==> src/rtl/truth_table_sweeper.sv <==
// Exhaustive truth-table sweeper: drives every input vector into a combinational
// block, checks each response against an expected table and folds it into a MISR.
module truth_table_sweeper #(
  parameter int N_IN  = 3,
  parameter int N_OUT = 3,
  parameter int DWELL = 1,
  parameter int SIG_W = 16
) (
  input  logic                          clk,
  input  logic                          rst,
  input  logic                          start,
  input  logic                          cont,
  input  logic                          abort,
  input  logic [N_OUT*(2**N_IN)-1:0]    exp_table,
  input  logic [N_OUT-1:0]              resp,
  output logic [N_IN-1:0]               stim,
  output logic                          busy,
  output logic                          done,
  output logic                          pass,
  output logic [N_IN:0]                 err_count,
  output logic [N_IN-1:0]               first_err_vec,
  output logic                          first_err_valid,
  output logic [7:0]                    pass_count,
  output logic [SIG_W-1:0]              signature
);

  localparam logic [SIG_W-1:0] SIG_TAPS   = SIG_W'(16'h100B);
  localparam logic [7:0]       DWELL_LAST = 8'(DWELL - 1);

  typedef enum logic [1:0] {
    S_IDLE = 2'd0,
    S_RUN  = 2'd1,
    S_DONE = 2'd2
  } state_t;

  state_t           state;
  state_t           state_next;
  logic [7:0]       dwell_cnt;
  logic             mode_cont;

  logic             start_ok;
  logic             sample_edge;
  logic             last_vec;
  logic [N_OUT-1:0] exp_bits;
  logic             mismatch;
  logic [N_IN:0]    err_next;
  logic [SIG_W-1:0] sig_next;

  always_ff @(posedge clk or posedge rst) begin
    if (rst) state <= S_IDLE;
    else     state <= state_next;
  end

  // abort outranks both start and a coincident sample edge.
  always_comb begin
    state_next  = state;
    start_ok    = 1'b0;
    sample_edge = 1'b0;
    last_vec    = (stim == {N_IN{1'b1}});
    exp_bits    = exp_table[int'(stim)*N_OUT +: N_OUT];
    mismatch    = (resp != exp_bits);
    err_next    = (mismatch && (err_count != {(N_IN+1){1'b1}})) ? err_count + 1'b1 : err_count;
    sig_next    = {signature[SIG_W-2:0], 1'b0}
                ^ (signature[SIG_W-1] ? SIG_TAPS : {SIG_W{1'b0}})
                ^ SIG_W'(resp);
    case (state)
      S_IDLE, S_DONE: begin
        start_ok = start && !abort;
        if (start_ok) state_next = S_RUN;
      end
      S_RUN: begin
        sample_edge = !abort && (dwell_cnt == DWELL_LAST);
        if (abort)
          state_next = S_IDLE;
        else if (sample_edge && last_vec && !mode_cont)
          state_next = S_DONE;
      end
      default: state_next = S_IDLE;
    endcase
  end

  always_ff @(posedge clk or posedge rst) begin
    if (rst) begin
      stim            <= '0;
      dwell_cnt       <= '0;
      mode_cont       <= 1'b0;
      pass            <= 1'b0;
      err_count       <= '0;
      first_err_vec   <= '0;
      first_err_valid <= 1'b0;
      pass_count      <= '0;
      signature       <= '0;
    end else if (start_ok) begin
      stim            <= '0;
      dwell_cnt       <= '0;
      mode_cont       <= cont;
      pass            <= 1'b0;
      err_count       <= '0;
      first_err_vec   <= '0;
      first_err_valid <= 1'b0;
      pass_count      <= '0;
      signature       <= '0;
    end else if (state == S_RUN) begin
      if (abort) begin
        stim      <= '0;
        dwell_cnt <= '0;
      end else if (sample_edge) begin
        dwell_cnt <= '0;
        err_count <= err_next;
        signature <= sig_next;
        if (mismatch && !first_err_valid) begin
          first_err_vec   <= stim;
          first_err_valid <= 1'b1;
        end
        // Continuous mode wraps straight back to vector 0 with no idle cycle.
        if (!last_vec) begin
          stim <= stim + 1'b1;
        end else if (mode_cont) begin
          stim <= '0;
          if (pass_count != 8'hFF) pass_count <= pass_count + 8'd1;
        end else begin
          pass <= (err_next == '0);
        end
      end else begin
        dwell_cnt <= dwell_cnt + 8'd1;
      end
    end
  end

  assign busy = (state == S_RUN);
  assign done = (state == S_DONE);

endmodule

==> config.mk <==
export PLATFORM = sky130hd
export DESIGN_NAME = truth_table_sweeper
export DESIGN_NICKNAME = d
export VERILOG_FILES = /design/src/rtl/truth_table_sweeper.sv
export SDC_FILE = /design/constraint.sdc
export NUM_CORES = 1
export LEC_CHECK = 0
export CORE_UTILIZATION = 36
export DETAILED_ROUTE_END_ITERATION = 7
export PLACE_DENSITY = 0.72
export SLEW_MARGIN = 20
export SYNTH_ARGS = -nofsm -noshare
export SYNTH_HDL_FRONTEND = slang
export SYNTH_SLANG_ARGS = --single-unit
==> constraint.sdc <==
create_clock -name clk -period 4.55 [get_ports clk]
set_input_delay 0.455 -clock clk [delete_from_list [all_inputs] [get_ports clk]]
set_output_delay 0.455 -clock clk [all_outputs]
set_load 0.01 [all_outputs]
==> results.json, run 1 <==
{
  "outcome": "complete, no violations",
  "vdd_ir_drop_max_uv": 195,
  "num_rows": 30,
  "postCtsResizedCells": 0,
  "worst_pin_slew_ns": 0.922,
  "route.antenna.remaining_nets": 0,
  "post_cts_buffers": 0,
  "timing.max_slew.rel_slack_pct": 38.4,
  "cp_data_required_time_ns": 4.79,
  "setup_ws_ns": 1.67,
  "detail_route.iter0.violations": 157,
  "synth-warning-count": 0,
  "grt_antenna_before_repair": 0,
  "routed_wire_length_per_instance_um": 14.8,
  "final.min_clock_period_ns": 2.88,
  "timing.fmax_mhz": 347,
  "areaGrowthSynthToFinish_pct": 33.5,
  "route.detailed.drc": 0,
  "endpoint_kind": "register",
  "wire_length_of_the_first_global_routing_pass_um": 10000,
  "most_common_cell_after_layout_fill_and_taps_aside": "sky130_fd_sc_hd__clkdlybuf4s50_1",
  "antenna_cells": 0,
  "most-common-layout-cells": "sky130_fd_sc_hd__clkdlybuf4s50_1, sky130_fd_sc_hd__dfrtp_1, sky130_fd_sc_hd__nand2_1",
  "hold_path.class": "register to register",
  "grt_overflow": 0,
  "drt_pre_antenna_iters": 4,
  "core-area_um2": 6760,
  "netlist_instances": 261,
  "fin_nets": 363,
  "avgViaCountPerCell": 5.36,
  "max-cap-violations": 0,
  "clock_sinks": 47,
  "power.leakage_nw": 1.49,
  "io_pins": 70,
  "synthesis.area_per_instance_um2": 9.63,
  "cts-buffers-inserted": 5,
  "startpoint_type": "primary input",
  "yosysSeqAreaShare_pct": 46.8,
  "placement.cell_area_um2": 3250,
  "route.vias.total": 2176,
  "detail_route.wirelength_um": 6010,
  "track_usage_pct": 17.4,
  "final-setup-viol-count": 0,
  "clock-root-buffer": "sky130_fd_sc_hd__clkbuf_8",
  "cts_tree": "done",
  "cts_hold_repair.buffers": 0,
  "dpl.cell_count": 398,
  "dp_worst_setup_slack_ns": 1.42,
  "die-height_um": 85.6,
  "htree_levels": 2,
  "synth-seq-cells": 47,
  "crit_path_max_fanout": 17,
  "fin_worst_skew_ns": 0.00756,
  "fin_total_pwr_w": 0.00119,
  "port_buffers": 69,
  "design_area_um2": 3360,
  "place_hpwl_um": 4210,
  "setup.worst_path.class": "primary input to register",
  "drv_slew": 0,
  "initial_core_util_pct": 37.2,
  "clk_pin_slew_ns": 0.09,
  "instances_no_fill": 406,
  "netlist_area_um2": 2510,
  "part_of_the_cycle_the_worst_path_needs_pct": 63.3,
  "finalWeightedCongestion": 0.789,
  "synth_cell_type_count": 42,
  "grt_max_degree": 48,
  "layout-drive-gt1-share_pct": 6.13,
  "clockBufferDepth": 2,
  "design.die.area_um2": 7320,
  "grt_pass1_vias": 2121,
  "grt_setup_unrepaired": "no",
  "worstSkewPairLatency_ns": 0.31,
  "power.density_cell_area_nw_per_um2": 354,
  "timing.critical_path.arrival_ns": 3.11,
  "dieWidth_um": 85.6,
  "setup_total_negative_slack_ns": 0,
  "report.final.hold_viol_count": 0,
  "syn_nets": 299
}
metal layers:
metal | share of wire [%] | track usage (%) | routed length [um] | vias up
met1 | 46 | 22.8 | 2750 | 1076
met2 | 48 | 28.3 | 2890 | 57
met4 | 1.0 | 5.00 | 63 | 0
met3 | 5.2 | 4.91 | 313 | 7
met5 | 0 | 0 | 0 | -
li1 | - | - | - | 1036
worst paths after layout:
path / from / to / slack, ns / cells after the start
setup / recovery: abort / pass_count[6]$_DFFE_PP0P_ / 1.67 / 8
hold / removal: mode_cont$_DFFE_PP0P_ / mode_cont$_DFFE_PP0P_ / 0.50 / 2
setup reg to reg: dwell_cnt[0]$_DFFE_PP0P_ / pass_count[6]$_DFFE_PP0P_ / 1.86 / 9
hold reg to reg: mode_cont$_DFFE_PP0P_ / mode_cont$_DFFE_PP0P_ / 0.50 / 2
max in group asynchronous: rst / dwell_cnt[7]$_DFFE_PP0P_ / 3.47 / 2
min in group asynchronous: rst / pass_count[0]$_DFFE_PP0P_ / 0.59 / 2
critical path: stages:
cell and delay (ns):
sky130_fd_sc_hd__clkdlybuf4s50_1 0.58, sky130_fd_sc_hd__nor4b_2 0.37, sky130_fd_sc_hd__nand2_1 0.14, sky130_fd_sc_hd__nor2_2 0.57, sky130_fd_sc_hd__o2111a_2 0.42, sky130_fd_sc_hd__nand2b_1 0.12, sky130_fd_sc_hd__or3_1 0.31, sky130_fd_sc_hd__a21oi_1 0.14
synthesized netlist by cell type, drive strengths merged:
library cell  instances  share of area [%]
a21oi                 3               0.60
mux2i                15                6.0
nor2                 21                3.2
o21a                  2               0.60
nor4b                 2               0.95
nor4                  1               0.25
nor2b                 2               0.50
o2111a                2               0.95
o2111ai               2               0.70
a211oi                1               0.30
o41ai                 2               0.70
or2                   2               0.50
o31ai                 3               0.90
nand3                25                5.0
dfrtp                47                 47
o32a                  1               0.40
clkbuf                9                1.3
and4                  1               0.35
o31a                  1               0.35
xor2                 12                4.2
nor3                  2               0.40
nand2                47                7.1
xnor2                 8                2.8
or3b                  1               0.35
ha                    6                3.0
or3                   3               0.75
mux4                  3                2.7
nand4                 2               0.50
inv                   9                1.3
o21ai                 9                1.8
buf                   4                1.1
nand2b                3               0.75
a32o                  3                1.2
a31oi                 2               0.50
and3                  5                1.2
power breakdown:
group	switching, W	leakage, nW	internal [W]
Combinational	0.000178	0.790	0.000196
Sequential	0.0000710	0.645	0.000460
Clock	0.000146	0.0505	0.000138
Total	0.000394	1.49	0.000795
cell type report:
class	instances	area [um^2]
inverters	9	35.0
clock inverters	1	7.51
flip-flops and latches	47	1180
clock buffers	7	96.3
multi-input cells	192	1240
repair buffers	70	698
well taps	80	100
fillers	649	3400
kinds of logic (layout without fill, tap and decap cells):
group / Yosys count / after routing / synth area share (%)
AOI/OAI and AO/OA: 31 / 31 / 8.96
buffers and inverters: 22 / 87 / 3.78
and+or+nand+nor: 117 / 117 / 21.9
xor gates and xnor gates: 20 / 20 / 6.97
DFF: 47 / 47 / 46.8
adders and majority gates: 6 / 6 / 2.99
muxes: 18 / 18 / 8.66
registers in the layout (all words and copies together), names as in the netlist:
signal / count
err_count: 4
signature: 16
first_err_valid: 1
dwell_cnt: 8
mode_cont: 1
pass: 1
first_err_vec: 3
pass_count: 8
state: 2
stim: 3
metrics by stage:
step	utilization [%]	hold WS [ns]
after floorplan	-	0.459
after global placement	48.1	0.484
after detailed placement	48.1	0.480
after CTS	49.6	0.503
after global routing	49.7	0.545
final	49.7	0.500
Note: power is estimated with default switching activity, not from simulation.
==> inputs of run 2 (changes only) <==
clock period = 2.8 ns   (was 4.55 ns; I/O delays follow)
==> run 2 against run 1 <==
Die area is the same; combinational power grew 67%; sequential share of layout area shrank 0.37 points; worst hold slack lost 0.078 ns; global-route usage shrank 0.57 points; clock-buffer cell count down 2; worst setup slack got worse by 1.3 ns; total power is 62% higher; critical endpoint is now first_err_vec[0]$_DFFE_PP0P_; largest cell class unchanged; highest routed layer unchanged.
==> results.json, run 2 (synthesis gave the netlist of run 1 again) <==
{
  "detail_route.wirelength_um": 5810,
  "setup_total_negative_slack_ns": 0,
  "startpoint_type": "register",
  "die-height_um": 85.6,
  "power.density_cell_area_nw_per_um2": 567,
  "clock-root-buffer": "sky130_fd_sc_hd__clkbuf_8",
  "top_regs": "signature: 16 flops, dwell_cnt: 8 flops, pass_count: 8 flops",
  "most_common_cell_after_layout_fill_and_taps_aside": "sky130_fd_sc_hd__clkdlybuf4s50_1",
  "detail_route.iter0.violations": 110,
  "cts_tree": "done",
  "grt_antenna_before_repair": 0,
  "finalWeightedCongestion": 0.829,
  "placement.cell_area_um2": 3300,
  "grt_max_degree": 48,
  "r2r_slack_ns": 0.36,
  "dieWidth_um": 85.6,
  "hold_path.class": "primary input to async pin",
  "clockBufferDepth": 2,
  "worst_pin_slew_ns": 0.597,
  "timing.critical_path.arrival_ns": 2.68,
  "io_pins": 70,
  "port_buffers": 69,
  "regToRegStartpoint": "stim[2]$_DFFE_PP0P_",
  "layout-drive-gt1-share_pct": 7.83,
  "final-setup-viol-count": 0,
  "fin_nets": 369,
  "fin_worst_skew_ns": 0.00732,
  "route.detailed.drc": 0,
  "post_cts_buffers": 0,
  "grt_pass1_vias": 2108,
  "areaGrowthSynthToFinish_pct": 34.9,
  "initial_core_util_pct": 37.2,
  "clk_pin_slew_ns": 0.10,
  "timing.fmax_mhz": 410,
  "clock_sinks": 47,
  "largest_register_ff_count": 16,
  "track_usage_pct": 16.8,
  "postCtsResizedCells": 0,
  "timing.max_slew.rel_slack_pct": 60.2,
  "r2r-end": "first_err_vec[0]$_DFFE_PP0P_",
  "logic_depth_of_the_worst_register_to_register_path": 7,
  "drt_pre_antenna_iters": 4,
  "part_of_the_cycle_the_worst_path_needs_pct": 87.1,
  "vdd_ir_drop_max_uv": 322,
  "route.antenna.remaining_nets": 0,
  "setup.worst_path.class": "register to register",
  "instances_no_fill": 412,
  "outcome": "complete, no violations",
  "max_flop_register": "signature",
  "route.vias.total": 2136,
  "dpl.cell_count": 404,
  "cts_hold_repair.buffers": 0,
  "worstSkewPairLatency_ns": 0.31,
  "htree_levels": 2,
  "crit_path_max_fanout": 10,
  "antenna_cells": 0,
  "cp_data_required_time_ns": 3.04,
  "place_hpwl_um": 4230,
  "fin_total_pwr_w": 0.00192,
  "most-common-layout-cells": "sky130_fd_sc_hd__clkdlybuf4s50_1, sky130_fd_sc_hd__dfrtp_1, sky130_fd_sc_hd__nand2_1",
  "max-cap-violations": 0,
  "cts-buffers-inserted": 5,
  "routed_wire_length_per_instance_um": 14.1,
  "endpoint_kind": "register",
  "power.leakage_nw": 1.51,
  "avgViaCountPerCell": 5.18,
  "report.final.hold_viol_count": 0,
  "wire_length_of_the_first_global_routing_pass_um": 9790,
  "final.min_clock_period_ns": 2.44,
  "grt_overflow": 0,
  "utilization_pct": 50.2,
  "drv_slew": 0,
  "design.die.area_um2": 7320,
  "grt_setup_unrepaired": "no",
  "num_rows": 30,
  "design_area_um2": 3390,
  "core-area_um2": 6760
}
==> run 2: changes by cell type in the layout (fill, tap and decap cells not counted), sizes merged <==
| cell | previous run | this run |
|---|---|---|
| clkinv | 1 | 0 |
| clkbuf | 7 | 5 |
| inv | 8 | 11 |
| buf | 1 | 7 |
==> run 2: worst max path at each step <==
stage / startpoint / end / slack [ns] / cells past startpoint
final: stim[2]$_DFFE_PP0P_ / first_err_vec[0]$_DFFE_PP0P_ / 0.36 / 7
after global routing: stim[2]$_DFFE_PP0P_ / first_err_vec[1]$_DFFE_PP0P_ / 0.14 / 7
after CTS: stim[2]$_DFFE_PP0P_ / first_err_vec[0]$_DFFE_PP0P_ / 0.36 / 7
after detailed placement: exp_table[9] / pass$_DFFE_PP0P_ / 0.22 / 8
after global placement: exp_table[9] / pass$_DFFE_PP0P_ / 0.32 / 8
after floorplan: stim[0]$_DFFE_PP0P_ / pass$_DFFE_PP0P_ / 0.51 / 8
==> run 2: metal layers <==
metal / GRT usage, % / share of wire, % / vias to the layer above
li1: - / - / 1044
met1: 23.2 / 48 / 1030
met2: 26.4 / 47 / 54
met3: 3.56 / 4.4 / 8
met4: 5.76 / 1.2 / 0
met5: 0 / 0 / -
==> run 2: critical path, cell delays in order, from the launching register on <==
cell and delay (ns):
sky130_fd_sc_hd__dfrtp_1 0.64, sky130_fd_sc_hd__mux2i_1 0.14, sky130_fd_sc_hd__mux4_2 0.49, sky130_fd_sc_hd__xor2_1 0.16, sky130_fd_sc_hd__nand2_2 0.13, sky130_fd_sc_hd__o21a_1 0.22, sky130_fd_sc_hd__nor2b_1 0.35, sky130_fd_sc_hd__mux2i_1 0.22
==> run 2: layout make-up <==
type	instances	area (um^2)
Clock buffer	5	68.8
Fill cell	653	3360
Sequential cell	47	1180
Multi-Input combinational cell	192	1240
Tap cell	80	100
Clock inverter	3	27.5
Timing Repair Buffer	76	743
Inverter	9	33.8
==> run 2: power breakdown <==
group | internal (W) | total [W] | switching [W]
clock network | 0.000185 | 0.000448 | 0.000263
registers | 0.000748 | 0.000850 | 0.000101
logic | 0.000333 | 0.000626 | 0.000293
==> run 2: through the flow <==
| stage | hold slack [ns] | setup WS, ns |
|---|---|---|
| floorplan | 0.385 | 0.510 |
| global placement | 0.480 | 0.321 |
| detailed placement | 0.483 | 0.222 |
| CTS | 0.450 | 0.355 |
| global route | 0.493 | 0.137 |
| finish | 0.422 | 0.360 |
==> RTL edit: new RTL, flow settings as in run 1 <==
Add an input register stage for `start`, `cont`, `abort`, `exp_table` and `resp`, cleared by the reset; this delays them by one clock.
--- a/src/rtl/truth_table_sweeper.sv
+++ b/src/rtl/truth_table_sweeper.sv
@@ -35,2 +35,24 @@
 
+  logic start_q;
+  logic cont_q;
+  logic abort_q;
+  logic [N_OUT*(2**N_IN)-1:0] exp_table_q;
+  logic [N_OUT-1:0] resp_q;
+
+  always_ff @(posedge clk or posedge rst) begin
+    if (rst) begin
+      start_q     <= '0;
+      cont_q      <= '0;
+      abort_q     <= '0;
+      exp_table_q <= '0;
+      resp_q      <= '0;
+    end else begin
+      start_q     <= start;
+      cont_q      <= cont;
+      abort_q     <= abort;
+      exp_table_q <= exp_table;
+      resp_q      <= resp;
+    end
+  end
+
   state_t           state;
@@ -59,4 +81,4 @@
     last_vec    = (stim == {N_IN{1'b1}});
-    exp_bits    = exp_table[int'(stim)*N_OUT +: N_OUT];
-    mismatch    = (resp != exp_bits);
+    exp_bits    = exp_table_q[int'(stim)*N_OUT +: N_OUT];
+    mismatch    = (resp_q != exp_bits);
     err_next    = (mismatch && (err_count != {(N_IN+1){1'b1}})) ? err_count + 1'b1 : err_count;
@@ -64,6 +86,6 @@
                 ^ (signature[SIG_W-1] ? SIG_TAPS : {SIG_W{1'b0}})
-                ^ SIG_W'(resp);
+                ^ SIG_W'(resp_q);
     case (state)
       S_IDLE, S_DONE: begin
-        start_ok = start && !abort;
+        start_ok = start_q && !abort_q;
         if (start_ok) state_next = S_RUN;
@@ -71,4 +93,4 @@
       S_RUN: begin
-        sample_edge = !abort && (dwell_cnt == DWELL_LAST);
-        if (abort)
+        sample_edge = !abort_q && (dwell_cnt == DWELL_LAST);
+        if (abort_q)
           state_next = S_IDLE;
@@ -95,3 +117,3 @@
       dwell_cnt       <= '0;
-      mode_cont       <= cont;
+      mode_cont       <= cont_q;
       pass            <= 1'b0;
@@ -103,3 +125,3 @@
     end else if (state == S_RUN) begin
-      if (abort) begin
+      if (abort_q) begin
         stim      <= '0;
Formal check against the unedited RTL: not equivalent (Yosys sat finds a counterexample within 4 cycles, from zero or initial values and one cycle with rst high).
==> RTL edit against run 1 <==
  * The run now ends with design-rule violations left
  * Sequential power up 46%
  * Combinational power is 34% lower
  * Non-clock buffer count grew 1
  * Total power is 38% higher
  * Synthesized area grew 31%
  * Sequential cell count is 30 higher
  * Worst setup slack worse by 71 ps
  * Largest cell class is now sequential cells
  * Routed wire length rose by 9.8%
  * Cell area grew 29%
  * Via count is 7.5% higher
  * Critical path type is now reg2reg
  * Die area is 30% higher
  * Clock skew up 2.0 ps
==> RTL edit: results <==
{
  "post_cts_resized": 0,
  "vias": 2340,
  "reg2reg_from": "abort_q",
  "crit_arrival_ps": 3210,
  "fillCellCount": 793,
  "layout-drive-gt1-share_pct": 7.71,
  "cts_made_buffers": 9,
  "top_regs": "exp_table_q: 24 flops, signature: 16 flops",
  "p_leak_nw": 1.84,
  "final_nets": 396,
  "n_antenna_cell": 0,
  "violations": "design-rule violations",
  "cts_max_level": 3,
  "slowest_delay_ps": 770,
  "synth_cell_types": 41,
  "worstReg2RegEnd": "first_err_vec[1]",
  "r2r_slack_ps": 1600,
  "clockBufferDepth": 2,
  "hpwl_mm": 4.73,
  "worstHoldStart": "cont_q",
  "async_flop_share_pct": 100,
  "synth_nets": 324,
  "route.met2.wl_mm": 3.18,
  "cts_setup_buffers": 0,
  "cp_max_fo": 15,
  "io_buffers": 69,
  "worstSkewPairLatency_ps": 340,
  "grt_max_degree": 40,
  "seq_area_frac_synth_pct": 58.6,
  "drt_iter0_drc": 87,
  "fin_crit_ps": 2950,
  "dp.cells": 455,
  "firstDrtPassIters": 6,
  "tightest_slew_ps": 932,
  "syn_area_per_cell_um2": 11.5,
  "grt_pass1_wl_mm": 11.2,
  "status": "finished with violations",
  "worst_hold_path_type": "reg2reg",
  "skew_ps": 9.57,
  "wl_per_cell_um": 14.0,
  "whs_path_depth": 2,
  "hold_viol": 0,
  "top_layer_used": "met4",
  "routed_wirelength_mm": 6.60,
  "met1_length_mm": 2.92,
  "grt_usage_pct": 14.8,
  "yosys.area.top_type": "dfrtp_1",
  "cpMaxStageDelayCell": "nor3b_2",
  "ir_drop_v": 0.000271,
  "wl_met3_um": 410,
  "grt_pass1_vias": 2368,
  "yosys-top-cells-count": "dfrtp_1 (77), nand2_1 (43), o21ai_0 (24), mux2i_1 (19), nor2_1 (17)",
  "yosysWarnings": 0,
  "synthTopCellsByArea": "dfrtp_1 (59%), mux2i_1 (5.8%), nand2_1 (4.9%), xor2_1 (3.7%), o21ai_0 (3.7%)",
  "worst-r2r-cell-count": 6,
  "drc": 4,
  "min_to": "mode_cont",
  "gp_congestion": 0.785,
  "clk_pin_slew_ps": 80
}
==> RTL edit: metal layers <==
layer,GRT usage [%],vias up
met5,0,-
met4,5.48,0
met3,4.53,7
met2,24.1,64
met1,18.5,1135
li1,-,1134
==> RTL edit: how the worst max path moves through the flow <==
stage                       endpoint     from  slack (ps)
global placement    first_err_vec[1]  abort_q        1750
detailed placement  first_err_vec[1]  abort_q        1590
finish              first_err_vec[1]  abort_q        1600
CTS                 first_err_vec[1]  abort_q        1570
floorplan                    abort_q      rst        2130
global route        first_err_vec[1]  abort_q        1320
==> RTL edit: where the power goes <==
part	total (mW)	switching [mW]	internal, mW	leakage (nW)
registers	0.774	0.0479	0.726	0.996
logic	0.248	0.116	0.132	0.728
clock network	0.615	0.251	0.365	0.116
==> RTL edit: final cells by class <==
type | count | area [um2] | share of cell area (%)
sequential | 77 | 1930 | 44.6
multi-input combinational | 190 | 1280 | 29.6
timing repair buffer | 71 | 706 | 16.3
tap | 108 | 135 | 3.13
clock buffer | 10 | 128 | 2.96
clock inverter | 6 | 111 | 2.58
inverter | 9 | 33.8 | 0.783
==> RTL edit: metrics by stage <==
| step | area, um2 | power (mW) | hold WS [ps] |
|---|---|---|---|
| 4_1_cts | 4320 | 1.65 | 465 |
| 6_report | 4320 | 1.64 | 458 |
| 5_1_grt | 4320 | 1.71 | 477 |
| 3_3_place_gp | 4080 | 1.03 | 442 |
| 2_1_floorplan | 3290 | 0.926 | 414 |
| 3_5_place_dp | 4080 | 1.04 | 442 |
==> RTL edit: cell families after synthesis <==
group,after synthesis,synth area share (%)
xor+xnor,20,5.32
buf+inv,19,2.66
simple gates,103,16.1
compound gates,39,7.23
flops,77,58.6
mux,22,7.83
fa+ha+maj,6,2.28
==> RTL edit: worst max-delay path, delay by kind of cell (launching register included) <==
family / cells / cell delay [ps]
muxes: 1 / 240
and+or+nand+nor: 4 / 1720
DFF: 1 / 460
AOI/OAI and AO/OA: 1 / 440
